$ cat src/rtl/mem_bus_ctrl_pkg.sv
`default_nettype none
// ============================================================================
// Module      : mem_bus_pkg
// Description : Shared encodings for the memory/IO bus slave: FSM state
//               codes, address region codes, the watchdog read pattern and
//               the address decode helper.
// Revision    : 1.0  initial release
// ============================================================================
package mem_bus_pkg;

    // FSM state encoding
    localparam logic [1:0] c_ST_IDLE     = 2'd0;
    localparam logic [1:0] c_ST_MEM_WAIT = 2'd1;
    localparam logic [1:0] c_ST_IO_WAIT  = 2'd2;
    localparam logic [1:0] c_ST_ACK      = 2'd3;

    // Address region codes
    localparam logic [1:0] c_REGION_MEM   = 2'd0;
    localparam logic [1:0] c_REGION_IO    = 2'd1;
    localparam logic [1:0] c_REGION_UNMAP = 2'd2;

    // Read data returned when the IO watchdog expires
    localparam logic [31:0] c_TIMEOUT_DATA = 32'hFFFF_FFFF;

    // IO window wins over memory; memory is every address whose bits above
    // the word-address field are all zero; everything else is unmapped.
    function automatic logic [1:0] decode_region(input logic [31:0] addr,
                                                 input int          mem_aw,
                                                 input logic [15:0] io_hi);
        if (addr[31:16] == io_hi)
            return c_REGION_IO;
        else if ((addr >> (mem_aw + 2)) == 32'd0)
            return c_REGION_MEM;
        else
            return c_REGION_UNMAP;
    endfunction

endpackage
`default_nettype wire

$ cat src/rtl/bus_wait_cnt.sv
`default_nettype none
// ============================================================================
// Module      : bus_wait_cnt
// Description : Loadable down-counter with a zero flag. Holds at zero once
//               reached; load has priority over decrement.
// Revision    : 1.0  initial release
// ============================================================================
module bus_wait_cnt #(
    parameter int WIDTH = 8
) (
    input  logic             clk,
    input  logic             rst,
    input  logic             load,
    input  logic [WIDTH-1:0] load_val,
    input  logic             en,
    output logic             zero
);

    logic [WIDTH-1:0] r_count;

    // Load on request, otherwise count down while enabled and saturate at zero
    always_ff @(posedge clk) begin
        if (rst)
            r_count <= '0;
        else if (load)
            r_count <= load_val;
        else if (en && (r_count != '0))
            r_count <= r_count - WIDTH'(1);
    end

    assign zero = (r_count == '0);

endmodule
`default_nettype wire

$ cat src/rtl/mem_bus_ctrl.sv
`default_nettype none
// ============================================================================
// Module      : mem_bus_ctrl
// Description : Bus slave / address decoder behind the MMU master port.
//               Routes each request to main memory (fixed wait states), the
//               IO port (ready handshake) or the unmapped error response,
//               and returns a single-cycle ack with read data.
//               Optional macro MEM_BUS_TIMEOUT_EN adds an IO watchdog.
// Revision    : 1.0  initial release
// ============================================================================
module mem_bus_ctrl #(
    parameter int          MEM_AW     = 16,
    parameter int          MEM_WS     = 3,
    parameter logic [15:0] IO_BASE_HI = 16'hFFFF,
    parameter logic [31:0] UNMAP_DATA = 32'hDEAD_BEEF,
    parameter int          IO_TIMEOUT = 64
) (
    input  logic              clk,
    input  logic              rst,
    input  logic              s_cyc,
    input  logic              s_we,
    input  logic [3:0]        s_strb,
    input  logic [31:0]       s_addr,
    input  logic [31:0]       s_wdata,
    output logic              s_ack,
    output logic [31:0]       s_rdata,
    output logic              mem_ce,
    output logic              mem_we,
    output logic [3:0]        mem_be,
    output logic [MEM_AW-1:0] mem_addr,
    output logic [31:0]       mem_wdata,
    input  logic [31:0]       mem_rdata,
    output logic              io_sel,
    output logic              io_we,
    output logic [15:0]       io_addr,
    output logic [31:0]       io_wdata,
    input  logic [31:0]       io_rdata,
    input  logic              io_rdy,
    output logic              bus_err
);

    import mem_bus_pkg::*;

    // One counter width serves both the wait-state and watchdog counters
    localparam int c_MEM_W = $clog2(MEM_WS + 1);
    localparam int c_IO_W  = $clog2(IO_TIMEOUT + 1);
    localparam int c_CNT_W = (c_MEM_W > c_IO_W) ? c_MEM_W : c_IO_W;
    localparam logic [c_CNT_W-1:0] c_MEM_LOAD = c_CNT_W'(MEM_WS - 1);

    logic [1:0]        r_state;
    logic              r_we;
    logic [3:0]        r_strb;
    logic [31:0]       r_wdata;
    logic [MEM_AW-1:0] r_mem_addr;
    logic [15:0]       r_io_addr;
    logic [31:0]       r_rdata;
    logic              r_bus_err;

    logic [1:0]        w_region;
    logic              w_accept;
    logic              w_in_mem;
    logic              w_in_io;
    logic              w_mem_zero;

    assign w_region = decode_region(s_addr, MEM_AW, IO_BASE_HI);
    assign w_accept = (r_state == c_ST_IDLE) && s_cyc;
    assign w_in_mem = (r_state == c_ST_MEM_WAIT);
    assign w_in_io  = (r_state == c_ST_IO_WAIT);

    bus_wait_cnt #(.WIDTH(c_CNT_W)) u_mem_wait (
        .clk      (clk),
        .rst      (rst),
        .load     (w_accept && (w_region == c_REGION_MEM)),
        .load_val (c_MEM_LOAD),
        .en       (w_in_mem),
        .zero     (w_mem_zero)
    );

`ifdef MEM_BUS_TIMEOUT_EN
    localparam logic [c_CNT_W-1:0] c_IO_LOAD = c_CNT_W'(IO_TIMEOUT - 1);
    logic w_io_zero;

    bus_wait_cnt #(.WIDTH(c_CNT_W)) u_io_watchdog (
        .clk      (clk),
        .rst      (rst),
        .load     (w_accept && (w_region == c_REGION_IO)),
        .load_val (c_IO_LOAD),
        .en       (w_in_io),
        .zero     (w_io_zero)
    );
`endif

    // Request capture, routing and completion sequencing
    always_ff @(posedge clk) begin
        if (rst) begin
            r_state    <= c_ST_IDLE;
            r_we       <= 1'b0;
            r_strb     <= 4'b0;
            r_wdata    <= 32'd0;
            r_mem_addr <= '0;
            r_io_addr  <= 16'd0;
            r_rdata    <= 32'd0;
            r_bus_err  <= 1'b0;
        end else begin
            case (r_state)
                c_ST_IDLE: begin
                    if (s_cyc) begin
                        r_we       <= s_we;
                        r_strb     <= s_strb;
                        r_wdata    <= s_wdata;
                        r_mem_addr <= s_addr[MEM_AW+1:2];
                        r_io_addr  <= s_addr[15:0];
                        case (w_region)
                            c_REGION_MEM: r_state <= c_ST_MEM_WAIT;
                            c_REGION_IO:  r_state <= c_ST_IO_WAIT;
                            default: begin
                                // Unmapped: writes are dropped, error is sticky
                                r_rdata   <= UNMAP_DATA;
                                r_bus_err <= 1'b1;
                                r_state   <= c_ST_ACK;
                            end
                        endcase
                    end
                end
                c_ST_MEM_WAIT: begin
                    if (w_mem_zero) begin
                        r_rdata <= r_we ? 32'd0 : mem_rdata;
                        r_state <= c_ST_ACK;
                    end
                end
                c_ST_IO_WAIT: begin
                    // A ready arriving on the watchdog's last cycle still completes normally
                    if (io_rdy) begin
                        r_rdata <= r_we ? 32'd0 : io_rdata;
                        r_state <= c_ST_ACK;
                    end
`ifdef MEM_BUS_TIMEOUT_EN
                    else if (w_io_zero) begin
                        r_rdata   <= c_TIMEOUT_DATA;
                        r_bus_err <= 1'b1;
                        r_state   <= c_ST_ACK;
                    end
`endif
                end
                c_ST_ACK: r_state <= c_ST_IDLE;
                default:  r_state <= c_ST_IDLE;
            endcase
        end
    end

    // Outputs are decoded from registered state so they are zero outside their phase
    assign s_ack     = (r_state == c_ST_ACK);
    assign s_rdata   = s_ack ? r_rdata : 32'd0;
    assign mem_ce    = w_in_mem;
    assign mem_we    = w_in_mem & r_we;
    assign mem_be    = w_in_mem ? r_strb : 4'b0;
    assign mem_addr  = w_in_mem ? r_mem_addr : '0;
    assign mem_wdata = w_in_mem ? r_wdata : 32'd0;
    assign io_sel    = w_in_io;
    assign io_we     = w_in_io & r_we;
    assign io_addr   = w_in_io ? r_io_addr : 16'd0;
    assign io_wdata  = w_in_io ? r_wdata : 32'd0;
    assign bus_err   = r_bus_err;

endmodule
`default_nettype wire

$ cat config.mk
export PLATFORM = sky130hd
export DESIGN_NAME = mem_bus_ctrl
export DESIGN_NICKNAME = d
export VERILOG_FILES = /design/src/rtl/mem_bus_ctrl_pkg.sv /design/src/rtl/bus_wait_cnt.sv /design/src/rtl/mem_bus_ctrl.sv
export SDC_FILE = /design/constraint.sdc
export NUM_CORES = 1
export LEC_CHECK = 0
export CELL_PAD_IN_SITES_DETAIL_PLACEMENT = 2
export CELL_PAD_IN_SITES_GLOBAL_PLACEMENT = 2
export CORE_MARGIN = 3
export CORE_UTILIZATION = 19
export DETAILED_ROUTE_END_ITERATION = 7
export PLACE_DENSITY = 0.8
export SLEW_MARGIN = 40
export SYNTH_ARGS = -nofsm -noshare
export SYNTH_HDL_FRONTEND = slang
export SYNTH_SLANG_ARGS = --single-unit
export TNS_END_PERCENT = 1
$ cat constraint.sdc
create_clock -name clk -period 1.75 [get_ports clk]
set_clock_uncertainty 0.1 [all_clocks]
set_input_delay 0.35 -clock clk [delete_from_list [all_inputs] [get_ports clk]]
set_output_delay 0.35 -clock clk [all_outputs]
set_load 0.1 [all_outputs]
==> metrics.cfg <==
[outcome]
status = complete, but fails checks
failed_checks = negative setup slack

[timing]
fin_crit_sh_pct = 120
fin_setup_tns_ns = -42.13
period_minus_slack_ns = 2.11
setup_viol = 178
timing.hold.ws_ns = 0.359
fin_ws_ns = -0.358
clock.fmax_ghz = 0.474
rsz0062_at_grt = true
drv_slew = 0
worst_pin_slew_ns = 0.411
relSlewSlack_pct = 72.6
hold_viol = 0

[floorplan]
io_pins = 275
coreArea_um2 = 26400
die_y_um = 171
initial_core_util_pct = 19.6
dieWidth_um = 171
dieArea_um2 = 29200
row_count = 59

[hold_path]
hold_path_class = flip-flop to flip-flop
whs_path_depth = 2

[detailed_routing]
dr_total_vias = 5680
post_drt_wl_per_cell_um = 20.5
routed_wl_mm = 25.8
drtIter0Drc = 125
avgViaCountPerCell = 4.50
first_pass_iters = 4
drc = 0
ant_nets = 0

[synthesis]
synth_top_area_share_pct = 37.6
synth.distinct_cells = 40
netlist_area_um2 = 5160
synth.area.top_cells = dfxtp_1, and2_1, nand2_1
synth_most_common_cell = and2_1
synth_ff_type = dfxtp_1
ys_ff_latch = 97
syn-num-nets = 776
synthArstFlopShare_pct = 0
synth-edff-count = 0
synth_top_area_cell = dfxtp_1
synth_cells = 632
synth_common_cells = and2_1, nand2_1, dfxtp_1
ys_seq_area_share_pct = 37.6
ys_warn_count = 0
synth.avg_cell_area_um2 = 8.16

[place]
placed_cells = 1238
gp_congestion = 0.725
placed_area_um2 = 10200
portBuffers = 274
hpwl_mm = 19.2

[global_route]
gr-max-usage-layer = met2
grt-ovfl-total = 0
grt_max_degree = 56
antenna_found_initial = 0
use_met3_pct = 5.57
met1_usage_pct = 19.4
use_met2_pct = 30.6
grt_pass1_vias = 6272
grt_pass1_wl_mm = 38.1
grt.total_usage_pct = 17.0

[clock_network]
cts.sinks = 97
htree_levels = 3
cts_tree = done
cts_buffer_depth = 2
clockRootBuffer = clkbuf_16
cts_buffers = 9
holdBufCountCts = 0
insertion_delay_ns = 0.35
path_clk_slew_ns = 0.08

[worst_setup_path]
worstPathArrival_ns = 1.66
path_class = flip-flop to output pin
start_kind = flip-flop
reg2regPathDepth = 5
worst_setup_path_end_kind = output pin
required_ns = 1.30
crit_path_max_fanout = 8

[cells_and_area]
drive_gt1_share_pct = 44.1
final_net_count = 1067
antenna_cells = 0
fin_cells = 1263
design_area_um2 = 11000
area_delta_synth_final_pct = 113
utilization_pct = 41.6

[power_and_ir_drop]
p_leak_nw = 4.25
vdd_ir_drop_max_mv = 0.547
powerDensity_nw_per_um2 = 1310

[job]
maxCapViolations = 0

repair_timing:
item / in CTS / in global routing
gates resized for setup: 43 / 43
endpoints found under the setup margin: 196 / 233
buffers inserted: 3 / 1
cloned: 3 / 3
pin swaps: 39 / 37
cell type report:
class / instances / area, um2
fillers: 2732 / 15400
multi-input cells: 478 / 3430
flip-flops and latches: 97 / 1950
inverters: 7 / 28.8
repair buffers: 330 / 4830
clock inverters: 6 / 71.3
clock buffers: 10 / 239
well taps: 335 / 419
critical path, cell delays in order, from the launching register on:
cell and delay, ns:
dfxtp_2 0.34, buf_6 0.10, buf_6 0.09, ha_4 0.24
clkbuf_16 0.20, and2_4 0.15, buf_12 0.16
state kept, by name, indices dropped and copies added (netlist names):
name	count
bus_err	1
u_mem_wait.r_count	7
r_rdata	32
r_wdata	32
r_we	1
r_io_addr	2
r_state	2
r_strb	4
r_mem_addr	16
power by group:
| part | internal, W | switching [W] | leakage, nW | total [W] |
|---|---|---|---|---|
| Combinational | 0.00398 | 0.00511 | 3.31 | 0.00908 |
| Clock | 0.00117 | 0.000938 | 0.148 | 0.00210 |
| Sequential | 0.00277 | 0.000398 | 0.796 | 0.00317 |
| Total | 0.00791 | 0.00644 | 4.25 | 0.0144 |
cells by family after synthesis:
family                   synth area share, %
AO/OA/AOI/OAI                           20.0
AND/OR/NAND/NOR                         33.9
multiplexers                           0.388
adder cells (fa/ha/maj)                 1.70
XOR/XNOR                                1.02
flip-flops                              37.6
buffers and inverters                   5.38
final timing paths:
path	startpoint	endpoint	slack [ns]
worst max-delay path	r_state[0]	s_rdata[30]	-0.36
worst min-delay path	r_io_addr[1]	r_io_addr[1]	0.36
worst max register to register	u_mem_wait.r_count[2]	r_rdata[17]	-0.16
worst min register to register	r_io_addr[1]	r_io_addr[1]	0.36
layout by cell type (no fill, tap or decap), types with 5 or more instances in the layout:
cell / Yosys / routed
dfxtp_1: 97 / 95
buf_4: 1 / 35
nand2_1: 114 / 113
nand2b_1: 8 / 7
or2b_1: 18 / 18
o2bb2ai_1: 8 / 8
a22oi_1: 32 / 32
a21oi_1: 61 / 41
buf_6: 7 / 5
xor2_1: 5 / 5
a21oi_2: 0 / 20
clkdlybuf4s50_1: 0 / 133
nor2_1: 38 / 38
a2bb2oi_2: 20 / 20
clkbuf_16: 0 / 12
buf_16: 0 / 5
and2_4: 0 / 133
buf_12: 0 / 146
per-stage QoR:
step                      setup WS [ns]  total power (W)
after floorplan                  -0.410          0.00857
after CTS                        -0.400           0.0143
after global placement           -0.594           0.0114
after global routing             -0.409           0.0152
after detailed placement         -0.673           0.0117
final                            -0.358           0.0144
metal layers:
| layer | part of all wire (%) | up-vias | routed length [um] |
|---|---|---|---|
| met5 | 0 | - | 0 |
| met4 | 1.8 | 0 | 471 |
| met3 | 8.4 | 26 | 2160 |
| met2 | 51 | 202 | 13200 |
| met1 | 39 | 2780 | 10000 |
| li1 | - | 2672 | - |
Note: power is estimated with default switching activity, not from simulation.
